==> src/rtl/sm_arith_pkg.sv <==
// Shared sign-magnitude arithmetic definitions for the signed ALU datapath.
// Contents: default operand width, sign-magnitude word struct, and helpers
// converting sign-magnitude <-> two's complement at the default width.
package sm_arith_pkg;

    localparam int SM_W = 32;

    typedef struct packed {
        logic            sign;  // 1 = negative
        logic [SM_W-2:0] mag;
    } sm_word_t;

    // Result of a back-conversion: the word plus a saturation flag.
    typedef struct packed {
        sm_word_t word;
        logic     ovf;
    } sm_sat_t;

    // Sign-magnitude to SM_W+2-bit two's complement. Both zero encodings map
    // to 0 because negating a zero magnitude yields zero.
    function automatic logic [SM_W+1:0] sm_to_tc(input sm_word_t x);
        logic [SM_W+1:0] m;
        m = {3'b000, x.mag};
        return x.sign ? ((SM_W+2)'(0) - m) : m;
    endfunction

    // SM_W+2-bit two's complement to sign-magnitude. Magnitudes beyond the
    // representable range saturate to all-ones and raise ovf. A zero input
    // always produces +0, since only strictly negative values set the sign.
    function automatic sm_sat_t tc_to_sm(input logic [SM_W+1:0] r);
        sm_sat_t         res;
        logic            neg;
        logic [SM_W+1:0] abs_r;
        neg   = r[SM_W+1];
        abs_r = neg ? ((SM_W+2)'(0) - r) : r;
        res.word.sign = neg;
        res.ovf       = |abs_r[SM_W+1:SM_W-1];
        res.word.mag  = res.ovf ? {(SM_W-1){1'b1}} : abs_r[SM_W-2:0];
        return res;
    endfunction

endpackage

==> src/rtl/sm_to_tc_conv.sv <==
// Combinational sign-magnitude to W+2-bit two's complement converter.
// Ports: sm (W-bit sign-magnitude in), tc (W+2-bit two's complement out).
// Both +0 and -0 produce an all-zero result.
module sm_to_tc_conv #(
    parameter int W = 32
) (
    input  logic [W-1:0] sm,
    output logic [W+1:0] tc
);

    logic [W+1:0] mag_ext;

    always_comb begin
        mag_ext = {3'b000, sm[W-2:0]};
        tc      = sm[W-1] ? ((W+2)'(0) - mag_ext) : mag_ext;
    end

endmodule

==> src/rtl/signed_2s_comp_subtractor.sv <==
// Registered sign-magnitude subtractor: diff = num1 - num2, 1-cycle latency.
// Ports: clk, rst (sync, active-high), in_valid/num1/num2 in;
// out_valid/diff/ovf out. No backpressure; diff/ovf hold when in_valid=0.
module signed_2s_comp_subtractor
    import sm_arith_pkg::*;
#(
    parameter int W = SM_W
) (
    input  logic         clk,
    input  logic         rst,
    input  logic         in_valid,
    input  logic [W-1:0] num1,
    input  logic [W-1:0] num2,
    output logic         out_valid,
    output logic [W-1:0] diff,
    output logic         ovf
);

    logic [W+1:0] a_tc;
    logic [W+1:0] b_tc;
    logic [W+1:0] r_tc;
    logic [W+1:0] r_abs;
    logic         r_neg;
    logic         r_sat;
    logic [W-2:0] r_mag;

    logic         out_valid_d, out_valid_q;
    logic [W-1:0] diff_d, diff_q;
    logic         ovf_d, ovf_q;

    sm_to_tc_conv #(.W(W)) u_conv_a (
        .sm (num1),
        .tc (a_tc)
    );

    sm_to_tc_conv #(.W(W)) u_conv_b (
        .sm (num2),
        .tc (b_tc)
    );

    // Operands span +/-(2^(W-1)-1), so the difference fits comfortably in
    // W+2 bits and the subtraction itself cannot wrap.
    always_comb begin
        r_tc  = a_tc - b_tc;
        r_neg = r_tc[W+1];
        r_abs = r_neg ? ((W+2)'(0) - r_tc) : r_tc;
        // Any set bit at or above W-1 means the magnitude exceeds 2^(W-1)-1.
        r_sat = |r_abs[W+1:W-1];
        r_mag = r_sat ? {(W-1){1'b1}} : r_abs[W-2:0];
    end

    // r_neg is only set for strictly negative results, so zero is always +0.
    always_comb begin
        out_valid_d = in_valid;
        diff_d      = diff_q;
        ovf_d       = ovf_q;
        if (in_valid) begin
            diff_d = {r_neg, r_mag};
            ovf_d  = r_sat;
        end
    end

    always_ff @(posedge clk) begin
        if (rst) begin
            out_valid_q <= 1'b0;
            diff_q      <= '0;
            ovf_q       <= 1'b0;
        end else begin
            out_valid_q <= out_valid_d;
            diff_q      <= diff_d;
            ovf_q       <= ovf_d;
        end
    end

    assign out_valid = out_valid_q;
    assign diff      = diff_q;
    assign ovf       = ovf_q;

endmodule

==> config.mk <==
export PLATFORM = sky130hd
export DESIGN_NAME = signed_2s_comp_subtractor
export DESIGN_NICKNAME = d
export VERILOG_FILES = /design/src/rtl/sm_arith_pkg.sv /design/src/rtl/sm_to_tc_conv.sv /design/src/rtl/signed_2s_comp_subtractor.sv
export SDC_FILE = /design/constraint.sdc
export NUM_CORES = 1
export LEC_CHECK = 0
export BUFFER_PORTS_ARGS = -buffer_cell sky130_fd_sc_hd__buf_2
export CORE_UTILIZATION = 50
export CTS_CLUSTER_DIAMETER = 80
export CTS_CLUSTER_SIZE = 16
export DETAILED_ROUTE_END_ITERATION = 7
export GPL_ROUTABILITY_DRIVEN = 0
export PLACE_DENSITY_LB_ADDON = 0.1
export RECOVER_POWER = 100
export SYNTH_ARGS = -nofsm -noshare
export SYNTH_HDL_FRONTEND = slang
export SYNTH_SLANG_ARGS = --single-unit
==> constraint.sdc <==
create_clock -name clk -period 14.5 [get_ports clk]
set_input_delay 2.175 -clock clk [delete_from_list [all_inputs] [get_ports clk]]
set_output_delay 2.175 -clock clk [all_outputs]
set_load 0.02 [all_outputs]
* Word level (Yosys, flattened, before mapping)
Cells that the tools add are included.
Storage, ports and cells: word-level logic and storage cells 12, bits in writable memories 0, bits in registers 34, memory bits (read-only) 0, output and inout bits 34, memories 0, bits in latches 0
Cells by class: equality and inequality tests 0, reduce and logical (&&, ||, !) cells 1, order comparisons 0, multiply operators 0, divide/modulo/power cells 0, add/sub/neg operators 4, shift operators 0, multiplexer cells 4, bitwise logic cells 0
Operators with widths (number):
- two-way mux 34 bit | 3
- subtractor 1 x 31 -> 32 bit (first input constant) | 2
- subtractor 1 x 34 -> 34 bit (first input constant) | 1
- subtractor 34 bit | 1
- two-way mux 31 bit | 1
- OR reduction 3 bit | 1

* Longest topological paths before layout
Gate-level depths: netlist of run 1.
depth after elaboration 7, gate-level depth with buffers 25, depth with buffers taken out 22

* Modules after synthesis
Synthesis of run 1 repeated with hierarchy kept, for this count alone.
Unflattened totals: cells, all modules 796, area, all modules 6003.3 sq um
By module, submodules not included:
- signed_2s_comp_subtractor | area each 4469.3 sq um, cells an instance 594, sequential area each 680.7 sq um, instances 1
- sm_to_tc_conv | area each 767.0 sq um, cells an instance 101, sequential area each 0.0 sq um, instances 2

* Worst setup path after synthesis of run 1
Ideal clock, no wire load.
path type input to register, from input port num1[3], to register diff_q[30], in the netlist diff[30], required time 14.412 ns, slack 7.144 ns, arrival time 7.268 ns, stages on the path 22, path buffers 1, path through nor3_1 -> nand2b_1 -> or3_1 -> nor2_1 -> nand2_1 -> or2_2 -> nand2b_1 -> o31ai_1 -> nand2_1 -> xor2_1 -> ha_1 -> buf_2 -> a21oi_1 -> nand2_1 -> a211o_1 -> and3_1 -> or3_1 -> xnor2_1 -> or4_1 -> o41ai_2 -> xor2_1 -> a311oi_2
Between the ends: word-level cells in the longest chain between the ends 7
Ends and longest elaborated chain:
- start, declared | RTL line signed_2s_comp_subtractor.sv:12 | input logic [W-1:0] num1,
- subtractor 1 x 31 -> 32 bit | RTL line sm_to_tc_conv.sv:15 | tc = sm[W-1] ? ((W+2)'(0) - mag_ext) : mag_ext;
- two-way mux 34 bit (*) | RTL line sm_to_tc_conv.sv:15
- subtractor 34 bit (*) | RTL line signed_2s_comp_subtractor.sv:44 | r_tc = a_tc - b_tc;
- subtractor 1 x 34 -> 34 bit | RTL line signed_2s_comp_subtractor.sv:46 | r_abs = r_neg ? ((W+2)'(0) - r_tc) : r_tc;
- two-way mux 34 bit (*) | RTL line signed_2s_comp_subtractor.sv:46
- OR reduction 3 bit | RTL line signed_2s_comp_subtractor.sv:48 | r_sat = |r_abs[W+1:W-1];
- two-way mux 31 bit (*) | RTL line signed_2s_comp_subtractor.sv:49 | r_mag = r_sat ? {(W-1){1'b1}} : r_abs[W-2:0];
- end signal, assigned | RTL line signed_2s_comp_subtractor.sv:70 | diff_q <= diff_d;
- end, declared | RTL line signed_2s_comp_subtractor.sv:28 | logic [W-1:0] diff_d, diff_q;
Mark *: on every way between the ends. The rest lies on a longest branch, timed or not. A chain may end at the register's enable or synchronous reset.

* Final worst setup path of run 1
from input port num1[3], to register diff_q[2], in the netlist diff[2]
The elaborated chain is that of the path after synthesis.

==> results of run 1 <==
## worst max-delay path, stage by stage
cell      delay, ps
clkbuf_1        110
nor3_1          230
nand2b_1        120
or3_1           350
nor2_1          130
nand2_1          80
or2_2           300
nand2b_1        190
o31ai_1         750
nand2_1         140
xor2_1          190
ha_1            410
a21oi_1         320
o211ai_1        130
a22oi_1         220
nand3_1         130
o211a_1         250
or3_1           330
a222oi_1        390
nand2_1         110
o31ai_1         360
xnor2_2         150
clkbuf_1       1380
a311oi_1        300
## power by group through the flow
stage	registers (mW)	logic, mW	clock network (mW)
after floorplan	0.135	0.375	0
after global placement	0.117	0.480	0
after detailed placement	0.117	0.491	0
after CTS	0.116	0.493	0.106
after global routing	0.118	0.534	0.110
final	0.116	0.486	0.105
## per-stage QoR
stage	power, mW	cell area (um2)
floorplan	0.5101	5736
global route	0.7615	6266
CTS	0.7137	6357
finish	0.7066	6266
detailed placement	0.6080	6210
global placement	0.5971	6210
## state kept, by name, indices dropped and copies added (netlist names)
signal     flops
diff          32
out_valid      1
ovf            1
## area by class of cell
type,count,share of cell area [%]
tap,140,2.796
clock buffer,7,2.276
inverter,17,1.018
timing repair buffer,103,7.568
multi-input combinational,657,75.40
clock inverter,1,0.07987
sequential,34,10.86
## logic make-up (layout without fill, tap and decap cells)
family | after synthesis | after routing | share of synthesized area [%]
adder cells (fa/ha/maj) | 36 | 36 | 7.984
AND/OR/NAND/NOR | 270 | 270 | 24.37
buffers and inverters | 62 | 128 | 5.148
XOR/XNOR | 115 | 115 | 17.69
multiplexers | 3 | 3 | 0.5236
flip-flops | 34 | 34 | 11.87
AO/OA/AOI/OAI | 233 | 233 | 32.42
## layout by cell type, fill, tap and decap left out, drive strengths merged, types with 7 or more instances in the layout
master / Yosys / routed
nor2: 80 / 80
xnor2: 70 / 70
nand2: 69 / 69
buf: 21 / 66
o21ai: 57 / 57
a21oi: 46 / 46
xor2: 45 / 45
clkbuf: 24 / 44
ha: 35 / 35
dfxtp: 34 / 34
a311oi: 31 / 31
o31ai: 21 / 21
inv: 17 / 17
and2: 16 / 16
nor3: 15 / 15
or3: 14 / 14
or4: 12 / 12
nand3: 12 / 12
nand4: 9 / 9
o41ai: 9 / 9
a31oi: 9 / 9
nor4: 8 / 8
o211ai: 7 / 7
## per-layer routing
metal,routed length [um],vias to the layer above,track usage (%)
met5,0,-,0
met4,259,0,7.336
met3,731,21,1.136
met2,6514,195,40.70
met1,7287,2621,35.33
li1,-,2921,-
## worst paths after layout
path                            endpoint  slack (ps)
worst min register to register   diff[4]         490
worst max-delay path             diff[2]        5280
worst max register to register   diff[2]       13670
worst min-delay path             diff[4]         490
==> qor.txt, run 1 <==
FMAX -> 0.1085 GHz
Number of synthesized flops with an enable pin -> 0
TritonCTS clock tree -> done
Global route overflow -> 0
Yosys cell types -> 80
Int Pwr -> 0.3545 mW
Reg2Reg Launch Point -> diff[2]
Setup violations, final -> 0
Worst-case vdd ir drop -> 0.0001027 V
Sequential share of power -> 16.4%
Layout cells sized above 1 -> 15.75%
Cells after synthesis -> 753
Register area share after synthesis -> 11.87%
Pre-antenna DRT Iters -> 5
Non-Filler Instances -> 959
Antenna viol nets, final -> 0
Hold_sp -> diff[4]
CP Launch Type -> primary input
Required @ worst endpoint -> 14550 ps
Worst-Skew Late Latency -> 270 ps
Critical path peak fanout -> 32
Net Sw Power -> 0.3521 mW
Pwr Density -> 112.8 nW/um2
ANT cells -> 0
GRT Overall Usage -> 24.99%
Crit share post-route -> 63.56%
Setup crit start -> num1[3]
Top FF cell, synth -> dfxtp_1
Post-CTS resize count -> 0
Synth warn -> 0
Post-Syn Area -> 5736 um2
Final WS setup -> 5284 ps
Violations in the final reports -> max-capacitance violations, max-slew violations
Mean Syn Cell Area -> 7.617 um2
#FFs+latches synth -> 34
Hold-critical path depth -> 2
Sink Count -> 34
Min-delay worst type -> flop to flop
Detailed Route Iter0 Violations -> 435
Wire per inst -> 15.42 um
Crit path kind -> primary input to flop
Combinational share of power -> 68.7%
Core Region -> 11030 um2
Number of max-cap violations -> 2
Setup TNS -> 0 ps
Syn Nets -> 856
Skew final -> 0 ps
Chip height -> 109.1 um
DIE AREA -> 11900 um2
Width of the die -> 109.1 um
R2r worst-path depth -> 2
Initial antenna violation count -> 0
Pin slew with the least headroom to its limit -> 1963 ps
Crit. End Element -> flop
Vias per std cell -> 6.004
Pre-CTS setup slack -> 6244 ps
Port Buffers -> 100
Clk buf depth -> 2
Io pins -> 101
Layout fillers -> 1090
Finished Core Util -> 56.81%
Static leakage -> 2.339 nW
Multi-input gate area -> 4725 um2
Global-route wire length before repair -> 24410 um
Switching Share -> 49.83%
Root Driver -> clkbuf_16
Detailed placement HPWL -> 12160 um
Post-CTS Setup Inserts -> 0
Placed Cells -> 951
Clock group share of total power -> 14.8%
Slew Limit Fails -> 68
Starting density of the core -> 52.00%
Final Critical Period -> 9216 ps
Routed wire length -> 14790 um
Rel. slew slack -> -30.85%
Residual DRC -> 0
Fin. Hold Viols -> 0
Final hold slack -> 494.9 ps
Top cells by area, synth -> dfxtp_1 12%, xnor2_1 11%, ha_1 7.6%, a311oi_2 7.6%, xor2_1 6.7%
DR vias -> 5758
FFs w/ async S/R, synth -> 0%
# nets final -> 921
Vias in the first global route -> 5234
Area growth, synth to finish -> 9.250%
RSZ-0062 raised after global routing -> false
Yosys top cell area share -> 11.87%
Cell taking the most area after synthesis -> dfxtp_1
Largest net degree at the start of global routing -> 36
Arr. time, crit path -> 9270 ps
Number of hold buffers added after cts -> 0
CTS clk-pin slew, worst paths -> 50 ps
CTS H-tree depth -> 2
CTS buffer count -> 5
Most common cell in the netlist -> nor2_1
Reg area -> 680.7 um2
Status -> complete, but fails checks
FP Rows -> 38
Synth top cells by count -> 80 x nor2_1, 70 x xnor2_1, 69 x nand2_1
No activity file was read; power rests on OpenSTA's default activity.
==> run 2, diff against run 1 <==
- clock period: 14.5 -> 7.4 ns (I/O delays scaled with it)
==> run 2 against run 1 <==
The flow still finishes with violations (max-capacitance violations, max-slew violations). Clock-buffer cell count unchanged. Final cell count increased by 0.10%. Worst hold slack got worse by 3.4 ps. Sequential share of layout area is 0.16 points higher. Routed wire length is essentially flat. Critical path depth fell by 2.
==> qor.txt, run 2 (synthesis results as in run 1) <==
Status -> complete, but fails checks
Violations in the final reports -> max-capacitance violations, max-slew violations
Pre-antenna DRT Iters -> 6
Required @ worst endpoint -> 7560 ps
Worst-case vdd ir drop -> 0.0002076 V
Detailed Route Iter0 Violations -> 415
DR vias -> 5775
Starting density of the core -> 52.00%
Global route overflow -> 0
Post-CTS resize count -> 0
Antenna viol nets, final -> 0
Critical path endpoint -> diff[0]
Setup TNS -> 0 ps
FP Rows -> 38
Vias in the first global route -> 5336
Setup crit start -> num2[0]
Post-CTS Setup Inserts -> 0
Final Critical Period -> 6589 ps
CP max stage cell -> or4_1
Critical path peak fanout -> 32
Static leakage -> 2.335 nW
Number of hold buffers added after cts -> 0
# nets final -> 922
Arr. time, crit path -> 6750 ps
DIE AREA -> 11900 um2
Hold-critical path depth -> 2
Largest net degree at the start of global routing -> 36
Setup violations, final -> 0
Layout fillers -> 1103
Global-route wire length before repair -> 24210 um
Met2 usage -> 42.36%
Vias per std cell -> 6.016
ANT cells -> 0
Post-route cell area -> 6177 um2
R2r worst-path depth -> 2
RSZ-0062 raised after global routing -> false
CTS clk-pin slew, worst paths -> 50 ps
Clk buf depth -> 2
Area growth, synth to finish -> 7.701%
R2r setup slk -> 6580 ps
Critical path buffer and inverter count -> 4
Crit path kind -> primary input to flop
Core Region -> 11030 um2
Slowest cell delay on critical path -> 540 ps
Residual DRC -> 0
Power Total -> 1.355 mW
Stages on the worst setup path -> 22
Crit. End Element -> flop
Min-delay worst type -> flop to flop
Io pins -> 101
Layout cells sized above 1 -> 13.90%
GRT Overall Usage -> 24.81%
Width of the die -> 109.1 um
Finished Core Util -> 56.00%
Initial antenna violation count -> 0
Rel. slew slack -> -4.466%
CP cell instances -> buf_2 > inv_1 > ha_1 > inv_1 > or4_1 > or4_1 > or3_1 > o21ai_1 > nand2_1 > xnor2_1 > ha_1 > a21o_1 > a21o_1 > a221o_1 > a31o_2 > or3_1 > a222oi_1 > a41oi_1 > xnor2_1 > and2_0 > clkbuf_4 > a311oi_1
Reg2Reg Launch Point -> diff[21]
Number of max-cap violations -> 1
Most common cell after layout, fill and taps aside -> nor2_1
Max reg flops -> 32
Met3 Use GR -> 1.315%
Port Buffers -> 100
CP Launch Type -> primary input
CTS H-tree depth -> 2
Pin slew with the least headroom to its limit -> 1567 ps
CTS buffer count -> 5
Leading cell types in the layout, fill and taps excluded -> 80 x nor2_1, 69 x nand2_1, 69 x xnor2_1, 65 x buf_2, 52 x o21ai_0
Cell family with most CP delay -> compound AO/OA/AOI/OAI gates
Sink Count -> 34
Grt peak-use layer -> met2
Final WS setup -> 811.3 ps
Routed wire length -> 14790 um
Skew final -> 0 ps
Worst-Skew Late Latency -> 270 ps
Wire per inst -> 15.41 um
Crit share post-route -> 89.04%
Root Driver -> clkbuf_16
Crit Reg-Reg Endpoint -> diff[21]
Placed inst area -> 6230 um2
Slew Limit Fails -> 35
TritonCTS clock tree -> done
Pwr Density -> 219.3 nW/um2
FMAX -> 0.1518 GHz
Chip height -> 109.1 um
Fin. Hold Viols -> 0
Detailed placement HPWL -> 12030 um
Pre-CTS setup slack -> 548.6 ps
Met1 GRT Util -> 33.74%
[run 2: cell types whose count changed in the layout (fill, tap and decap cells not counted)]
cell      before  now
a311oi_1       8   27
a311oi_2      23    4
and2_0         0    1
and2_1        15   14
buf_12         0    1
buf_2         64   65
clkbuf_1      38   36
clkbuf_4       0    1
o31ai_1       20   19
o31ai_2        0    1
[run 2: worst min-delay path by stage]
stage               startpoint  endpoint  slack [ps]
floorplan              diff[0]   diff[0]         550
global placement      diff[31]  diff[31]         480
detailed placement    diff[31]  diff[31]         490
CTS                   diff[31]  diff[31]         500
global route          diff[28]  diff[28]         510
finish                diff[12]  diff[12]         490
[run 2: area by class of cell]
cell class / instances / area (um2) / area share (%)
Clock buffer: 7 / 142.6 / 2.309
Tap cell: 140 / 175.2 / 2.836
Clock inverter: 1 / 5.005 / 0.08102
Timing Repair Buffer: 104 / 499.2 / 8.082
Inverter: 17 / 63.81 / 1.033
Sequential cell: 34 / 680.7 / 11.02
Multi-Input combinational cell: 657 / 4611 / 74.64
[run 2: stage by stage]
stage,cells,hold slack (ps)
floorplan,753,554.7
finish,960,491.5
CTS,960,501.7
global route,960,511.5
detailed placement,952,485.9
global placement,952,479.0
[run 2: worst reg2reg max path: stages (launching register included)]
cell      delay (ps)
dfxtp_1          340
nor2_1            60
a311oi_1         310
[run 2: where the power goes]
group | internal (mW) | switching (mW)
registers | 0.213 | 0.0151
logic | 0.347 | 0.576
clock network | 0.133 | 0.0702
[run 2: layer usage]
layer	wire length, um	part of all wire (%)
met5	0	0
met4	201	1.4
met3	697	4.7
met2	6627	45
met1	7263	49
==> run 3, diff against run 2 <==
- CORE_UTILIZATION: 50 -> 45
==> run 3 against run 2 <==
The flow still finishes with violations (max-capacitance violations, max-slew violations). Die area rose by 11%. Register-to-register slack improved by 20 ps. First-iteration DRC count rose by 0.96%. Worst hold slack worse by 4.5 ps. Maximum frequency fell by 1.1%. Non-clock buffer count unchanged. Clock-buffer cell count increased by 1. Via count down 0.61%. Critical path type unchanged.
==> qor.txt, run 3 (synthesis results as in run 1) <==
Io pins -> 101
Multi-input gate area -> 4617 um2
Core Region -> 12210 um2
Global-route wire length before repair -> 24700 um
Met2 usage -> 37.91%
Skew final -> 0 ps
Worst-case vdd ir drop -> 0.00009279 V
Layout cells sized above 1 -> 14.02%
DIE AREA -> 13200 um2
Residual DRC -> 0
Arr. time, crit path -> 6730 ps
Leading cell types in the layout, fill and taps excluded -> 80 x nor2_1, 69 x nand2_1, 69 x xnor2_1, 64 x buf_2, 52 x o21ai_0
Post-route cell area -> 6236 um2
RSZ-0062 raised after global routing -> false
Crit Reg-Reg Endpoint -> diff[24]
Clock group share of total power -> 16.1%
Initial antenna violation count -> 0
Reg area -> 680.7 um2
Hold-critical path depth -> 2
Placed Cells -> 980
FMAX -> 0.1501 GHz
Slew Limit Fails -> 35
Chip height -> 114.9 um
Sequential share of power -> 16.6%
R2r worst-path depth -> 2
Global route overflow -> 0
ANT cells -> 0
Largest net degree at the start of global routing -> 36
GRT Overall Usage -> 22.65%
Number of hold buffers added after cts -> 0
Root Driver -> clkbuf_16
Net Sw Power -> 0.6634 mW
Most common cell after layout, fill and taps aside -> nor2_1
Pin slew with the least headroom to its limit -> 1589 ps
Post-CTS resize count -> 0
Hold Path Sink -> diff[18]
CTS H-tree depth -> 2
Hold_sp -> diff[18]
Antenna viol nets, final -> 0
R2r setup slk -> 6600 ps
Post-CTS Setup Inserts -> 0
Met3 Use GR -> 0.8962%
Detailed placement HPWL -> 12220 um
CTS buffer count -> 5
Pwr Density -> 220.6 nW/um2
Switching Share -> 48.22%
Max reg flops -> 32
Placed inst area -> 6265 um2
Layout fillers -> 1275
Sink Count -> 34
CTS clk-pin slew, worst paths -> 50 ps
Number of max-cap violations -> 1
Crit. End Element -> flop
Critical path peak fanout -> 32
# nets final -> 922
Vias in the first global route -> 5292
Non-Filler Instances -> 988
Final hold slack -> 487.0 ps
Detailed Route Iter0 Violations -> 419
Min-delay worst type -> flop to flop
Crit path kind -> primary input to flop
Setup TNS -> 0 ps
Starting density of the core -> 46.97%
Met1 GRT Util -> 32.37%
Pre-antenna DRT Iters -> 5
Fin. Hold Viols -> 0
Clk buf depth -> 2
Grt peak-use layer -> met2
Reg2Reg Launch Point -> diff[24]
CP Launch Type -> primary input
Port Buffers -> 100
Wire per inst -> 15.07 um
Routed wire length -> 14890 um
FP Rows -> 40
Crit share post-route -> 90.03%
Int Pwr -> 0.7125 mW
Required @ worst endpoint -> 7470 ps
Status -> complete, but fails checks
Static leakage -> 2.342 nW
DR vias -> 5740
Worst-Skew Late Latency -> 270 ps
Area growth, synth to finish -> 8.726%
Width of the die -> 114.9 um
Final Critical Period -> 6662 ps
Rel. slew slack -> -5.919%
Vias per std cell -> 5.810
Violations in the final reports -> max-capacitance violations, max-slew violations
TritonCTS clock tree -> done
Combinational share of power -> 67.3%
Setup violations, final -> 0
[run 3: cell types whose count changed in the layout (fill, tap and decap cells not counted), sizes merged]
cell	change
clkinv	-1
clkbuf	+2
buf	-1
[run 3: worst max-delay path, stage by stage]
cell,delay [ps]
clkbuf_1,110
nor3_1,260
nand2b_1,120
or4_1,480
or4_1,500
or3_1,360
o21ai_1,290
xor2_1,210
ha_1,330
a21oi_1,200
o21ai_0,220
a221o_1,450
a31o_2,270
or3_1,320
a222oi_1,430
a41oi_1,200
xnor2_1,190
and2_0,140
clkbuf_4,380
a311oi_1,170
[run 3: cell type report]
| cell class | instances | area share (%) |
|---|---|---|
| flip-flops and latches | 34 | 10.91 |
| multi-input cells | 657 | 74.04 |
| well taps | 168 | 3.371 |
| inverters | 17 | 1.023 |
| repair buffers | 104 | 7.986 |
| clock buffers | 8 | 2.669 |
[run 3: worst max-delay path by stage]
| stage | startpoint | end | slack [ps] | cells after the start |
|---|---|---|---|---|
| finish | num2[3] | diff[24] | 740 | 20 |
| global route | num2[3] | diff[0] | 360 | 20 |
| CTS | num2[3] | diff[24] | 770 | 21 |
| detailed placement | num2[3] | diff[2] | 510 | 21 |
| global placement | num2[3] | diff[3] | 660 | 21 |
| floorplan | num1[3] | diff[30] | 1110 | 22 |
[run 3: per-layer routing]
metal / wire length (um) / part of all wire, %
met2: 6688 / 45
met1: 7419 / 50
met3: 680 / 4.6
met5: 0 / 0
met4: 104 / 0.70
[run 3: power groups by stage]
stage | Clock [mW] | Sequential, mW | Combinational, mW
final | 0.222 | 0.228 | 0.926
after global routing | 0.230 | 0.231 | 1.02
after CTS | 0.224 | 0.227 | 0.973
after detailed placement | 0 | 0.230 | 0.968
after global placement | 0 | 0.229 | 0.955
after floorplan | 0 | 0.265 | 0.735
[run 3: metrics by stage]
step | total power, mW | util (%) | worst slack [ps]
after global routing | 1.482 | 51.07 | 359.3
after floorplan | 0.9996 | - | 1109
after CTS | 1.424 | 52.66 | 768.7
final | 1.376 | 51.07 | 737.8
after global placement | 1.184 | 51.30 | 660.0
after detailed placement | 1.198 | 51.30 | 506.5
